## config.mk

```make
export PLATFORM = sky130hd
export DESIGN_NAME = pcm_word_packer
export DESIGN_NICKNAME = d
export VERILOG_FILES = /design/src/rtl/pcm_pkg.sv /design/src/rtl/pcm_strobe_edge.sv /design/src/rtl/pcm_word_packer.sv
export SDC_FILE = /design/constraint.sdc
export NUM_CORES = 1
export LEC_CHECK = 0
export BUFFER_PORTS_ARGS = -buffer_cell sky130_fd_sc_hd__buf_2
export CAP_MARGIN = 20
export CORE_MARGIN = 2
export CORE_UTILIZATION = 61
export CTS_BUF_LIST = sky130_fd_sc_hd__clkbuf_4 sky130_fd_sc_hd__clkbuf_8
export DETAILED_ROUTE_END_ITERATION = 6
export PLACE_DENSITY = 0.88
export SLEW_MARGIN = 20
export SYNTH_ARGS = -nofsm -noshare
export SYNTH_HDL_FRONTEND = slang
export SYNTH_SLANG_ARGS = --single-unit
```

## constraint.sdc

```tcl
create_clock -name clk -period 8.8 [get_ports clk]
set_input_delay 0.88 -clock clk [delete_from_list [all_inputs] [get_ports clk]]
set_output_delay 0.88 -clock clk [all_outputs]
set_load 0.01 [all_outputs]
```

## src/rtl/pcm_pkg.sv

```systemverilog
// Shared sizing for the PCM packer and its FIFO wrapper.
// Slot helper maps a fill index to the MSB of its sample field.
package pcm_pkg;

  localparam int PCM_SAMPLE_W         = 12;
  localparam int PCM_SAMPLES_PER_WORD = 10;
  localparam int PCM_WORD_W           = PCM_SAMPLE_W * PCM_SAMPLES_PER_WORD;

  // First sample sits in the top field of the word.
  function automatic int fill_slot(
    input int idx,
    input int sw = PCM_SAMPLE_W,
    input int n  = PCM_SAMPLES_PER_WORD
  );
    return sw * n - 1 - sw * idx;
  endfunction

endpackage

```

## src/rtl/pcm_strobe_edge.sv

```systemverilog
// Rising-edge detect of the sample strobe with aligned sample data.
// PCM_PACK_SYNC_EN adds a 2-flop synchronizer for a foreign-domain divider.
module pcm_strobe_edge #(
  parameter int W = 12
) (
  input  logic         clk,
  input  logic         reset,
  input  logic         sample_clk,
  input  logic [W-1:0] pcm_in,
  output logic         strobe,
  output logic [W-1:0] sample
);

`ifdef PCM_PACK_SYNC_EN
  logic         s1;
  logic         s2;
  logic         sclk_d;
  logic [W-1:0] p1;
  logic [W-1:0] p2;

  // Data rides the same two stages so it lines up with the delayed edge.
  always_ff @(posedge clk or posedge reset) begin
    if (reset) begin
      s1     <= 1'b0;
      s2     <= 1'b0;
      sclk_d <= 1'b0;
      p1     <= '0;
      p2     <= '0;
    end else begin
      s1     <= sample_clk;
      s2     <= s1;
      sclk_d <= s2;
      p1     <= pcm_in;
      p2     <= p1;
    end
  end

  assign strobe = s2 & ~sclk_d;
  assign sample = p2;
`else
  logic sclk_d;

  always_ff @(posedge clk or posedge reset) begin
    if (reset) begin
      sclk_d <= 1'b0;
    end else begin
      sclk_d <= sample_clk;
    end
  end

  assign strobe = sample_clk & ~sclk_d;
  assign sample = pcm_in;
`endif

endmodule

```

## src/rtl/pcm_word_packer.sv

```systemverilog
// Packs SAMPLES_PER_WORD PCM samples per word into a FIFO, double-buffered.
// Define PCM_PACK_SYNC_EN to synchronize sample_clk from another domain.
module pcm_word_packer
  import pcm_pkg::*;
#(
  parameter  int SAMPLE_W         = PCM_SAMPLE_W,
  parameter  int SAMPLES_PER_WORD = PCM_SAMPLES_PER_WORD,
  localparam int WORD_W           = SAMPLE_W * SAMPLES_PER_WORD
) (
  input  logic              clk,
  input  logic              reset,
  input  logic              sample_clk,
  input  logic              enable,
  input  logic [SAMPLE_W-1:0] pcm_in,
  input  logic              fifo_full,
  output logic              fifo_wr,
  output logic [WORD_W-1:0] fifo_din,
  output logic              overrun,
  input  logic              clr_ovr
);

  localparam int IDX_W = $clog2(SAMPLES_PER_WORD);
  localparam logic [IDX_W-1:0] LAST_IDX = IDX_W'(SAMPLES_PER_WORD - 1);

  logic                strobe;
  logic [SAMPLE_W-1:0] sample;
  logic [WORD_W-1:0]   fill_reg;
  logic [WORD_W-1:0]   fill_nxt;
  logic [WORD_W-1:0]   out_reg;
  logic [IDX_W-1:0]    fill_idx;
  logic                pending;
  logic                take;
  logic                complete;
  logic                drop;

  pcm_strobe_edge #(
    .W (SAMPLE_W)
  ) u_edge (
    .clk        (clk),
    .reset      (reset),
    .sample_clk (sample_clk),
    .pcm_in     (pcm_in),
    .strobe     (strobe),
    .sample     (sample)
  );

  // Word as it will look once the current sample is merged in.
  always_comb begin
    fill_nxt = fill_reg;
    fill_nxt[fill_slot(int'(fill_idx), SAMPLE_W, SAMPLES_PER_WORD) -: SAMPLE_W] = sample;
  end

  assign take     = enable & strobe;
  assign complete = take & (fill_idx == LAST_IDX);
  assign drop     = complete & pending;
  assign fifo_din = out_reg;

  always_ff @(posedge clk or posedge reset) begin
    if (reset) begin
      fill_reg <= '0;
      fill_idx <= '0;
      out_reg  <= '0;
      pending  <= 1'b0;
      fifo_wr  <= 1'b0;
      overrun  <= 1'b0;
    end else begin
      fifo_wr <= pending & ~fifo_full;

      if (complete & ~pending) begin
        pending <= 1'b1;
        out_reg <= fill_nxt;
      end else if (pending & ~fifo_full) begin
        pending <= 1'b0;
      end

      if (drop) begin
        overrun <= 1'b1;
      end else if (clr_ovr) begin
        overrun <= 1'b0;
      end

      if (!enable) begin
        fill_reg <= '0;
        fill_idx <= '0;
      end else if (take) begin
        fill_reg <= fill_nxt;
        fill_idx <= complete ? '0 : fill_idx + IDX_W'(1);
      end
    end
  end

endmodule

```

==> metrics.yaml <==
status: "complete, no violations"
rr_worst_depth: 8
path_delay_family: "simple AND/OR/NAND/NOR gates"
drtAntennaViolNets: 0
nNetsFinal: 1369
crit_chain: "ha_1, fa_1, ha_1, o21ai_0, or3_1, nand4_1, nor2_1, mux2i_1"
cp-end-kind: "flop"
start_util: 0.617
fin_skew_ns: 0.0219
vias: 10292
r2r-start: "fill_idx[0]"
diodes: 0
syn_inst: 1232
cts_setup_buffers: 0
cp-start-kind: "flop"
multi_input_area_mm2: 0.00578
tightest_slew_ns: 0.991
synth.avg_cell_area_um2: 10.1
clock_latency_ns: 0.55
fill_cells: 1439
dp_slack_ns: 4.07
post_drt_wl_per_cell_um: 20.4
clockRootBuffer: "clkbuf_8"
cts_sinks: 248
cts_buffers: 40
hold_depth: 2
ir_worst_vdd_mv: 0.106
synth-main-ff-cell: "dfrtp_1"
rrSetupSlack_ns: 4.29
maxCapViolCount: 0
grt_pass1_vias: 9990
crit_slowest_cell: "dfrtp_2"
regArea_mm2: 0.00621
htreeDepth: 2
setup_slack_ns: 4.29
hold_viol_final: 0
layoutNonFillerInstCount: 1639
dp_hpwl_um: 22800
ys_types: 70
grt_first_pass_wirelength_um: 53100
crit_type: "flop to flop"
maxSlewViolCount: 0
slew_headroom: 0.335
yosysTopAreaCell: "dfrtp_1"
arrival_ns: 4.96
clk_pin_slew_worst_paths_ns: 0.06
holdPathEnd: "fifo_din[31]"
crit_buf_inv: 0
grt_usage: 0.309
synth_edf_count: 0
netlist_area_mm2: 0.0124
synthTopCellsByArea: "dfrtp_1, mux2i_1, nand2_1"
rsz0062_at_grt: "false"
synth-seq-area-share: 0.500
max_freq_ghz: 0.222
viasPerCell: 6.28
wirelength_um: 33400
holdCritPathClass: "flop to flop"
timing.hold.ws_ns: 0.460
crit_fanout: 35
synth_warnings: 0
power_w: 0.00239
ys_ff_latch: 248
grt-ovfl-total: 0
clock_path_buffers: 3
die_w_um: 147
antenna_found_initial: 0
hold_start: "fifo_din[31]"
cellLeakagePower_nw: 6.36
die-area_mm2: 0.0215
grt_max_degree: 113
portBuffers: 139
drt_iter0_drc: 1057
dieHeight_um: 147
rows: 52
cts_tree: "yes"
timing.final.crit_share: 0.512
synth_nets: 1258
holdBufCountCts: 0
critPathMaxStageDelay_ns: 0.80
io_pins: 140
finalSetupTns_ns: 0
worstPathRequired_ns: 9.26
postSynth.asyncResetShare: 1.00
core_mm2: 0.0201
area_growth_pct: 13.0
gp_congestion: 1.02
r2r_end: "fill_reg[29]"
yosys.area.top_type_share: 0.500
finalSetupViolCount: 0
cpMostUsedCell: "ha_1"
drt_first_pass_iters: 6
powerDensity_mw_per_mm2: 170
drive_above_1_share: 0.194
cts_resized: 0
drcViolationCount: 0
min_period_ns: 4.51
dp.cells: 1571
==> synthesized netlist by cell type (all sizes together), types with 5 or more instances <==
library cell    n
a22o            8
a221o          24
nand3          16
o31ai           6
o22ai          22
nor3           34
o211ai         23
and2           10
ha              7
o32ai           8
nand2b         10
mux2i         139
buf            23
nor2          122
inv            20
nand4           5
nor2b          10
a21oi          47
nor4           16
mux2            6
dfrtp         248
nand2         167
or3            11
clkbuf         58
a22oi          11
o21ai         109
and3            8
a32oi           7
==> layer usage <==
metal / vias to the layer above / track usage / wire length [um]
li1: 4666 / - / -
met1: 5045 / 0.434 / 14000
met2: 488 / 0.490 / 15900
met3: 93 / 0.0547 / 2410
met4: 0 / 0.108 / 1020
met5: - / 0 / 0
==> where the power goes <==
part           internal [W]  switching, W
sequential          0.00115     0.0000101
clock              0.000576      0.000452
combinational     0.0000516      0.000146
total               0.00178      0.000608
==> kinds of logic after synthesis <==
family          synth area share
fa+ha+maj                0.00867
xor+xnor                 0.00706
mux                        0.118
compound gates             0.163
flops                      0.500
simple gates               0.169
buf+inv                   0.0345
==> layout by cell type, fill, tap and decap left out, types with 10 or more instances in the layout <==
cell type  synthesis  layout
nor3_2            10      11
o21ai_0          104     104
inv_1             18      17
clkbuf_8           0      47
buf_4              1      11
o211ai_1          22      22
dfrtp_1          248     247
mux2i_1          139     139
nor3_1            23      22
o22ai_1           22      22
a21oi_1           46      46
or3_1             11      10
nor2_1           121     121
a22oi_1           11      11
nor2b_1           10      10
nand2_1          166     166
a221o_1           24      24
clkbuf_4           0      14
nand3_1           16      16
and2_1            10      10
buf_2             12     139
nand2b_1          10      10
==> layout make-up <==
class,count,area share
flip-flops and latches,248,0.443
repair buffers,150,0.0555
clock buffers,61,0.0537
multi-input cells,883,0.413
well taps,270,0.0241
clock inverters,7,0.00536
inverters,20,0.00589
==> worst reg2reg max path: cells and delay by family, from the launching register on <==
family,cells,cell delay [ns]
compound gates,1,0.38
fa+ha+maj,3,1.21
flops,1,0.80
mux,1,0.26
simple gates,3,1.78
==> per-stage QoR <==
stage	utilization	area, um2
final	0.697	14000
after global routing	0.697	14000
after CTS	0.697	14000
after detailed placement	0.656	13200
after global placement	0.656	13200
after floorplan	-	12400
==> how the worst max path moves through the flow <==
| stage | from | to | slack [ns] | cells after the start |
|---|---|---|---|---|
| 6_report | fill_idx[0] | fill_reg[29] | 4.29 | 8 |
| 5_1_grt | fill_idx[0] | fill_reg[28] | 4.01 | 8 |
| 4_1_cts | fill_idx[0] | fill_reg[29] | 4.03 | 8 |
| 3_5_place_dp | fill_idx[0] | fill_reg[29] | 4.07 | 8 |
| 3_3_place_gp | fill_idx[0] | fill_reg[31] | 4.21 | 8 |
| 2_1_floorplan | reset | fifo_din[0] | 1.11 | 1 |
No activity file was read; power rests on OpenSTA's default activity.
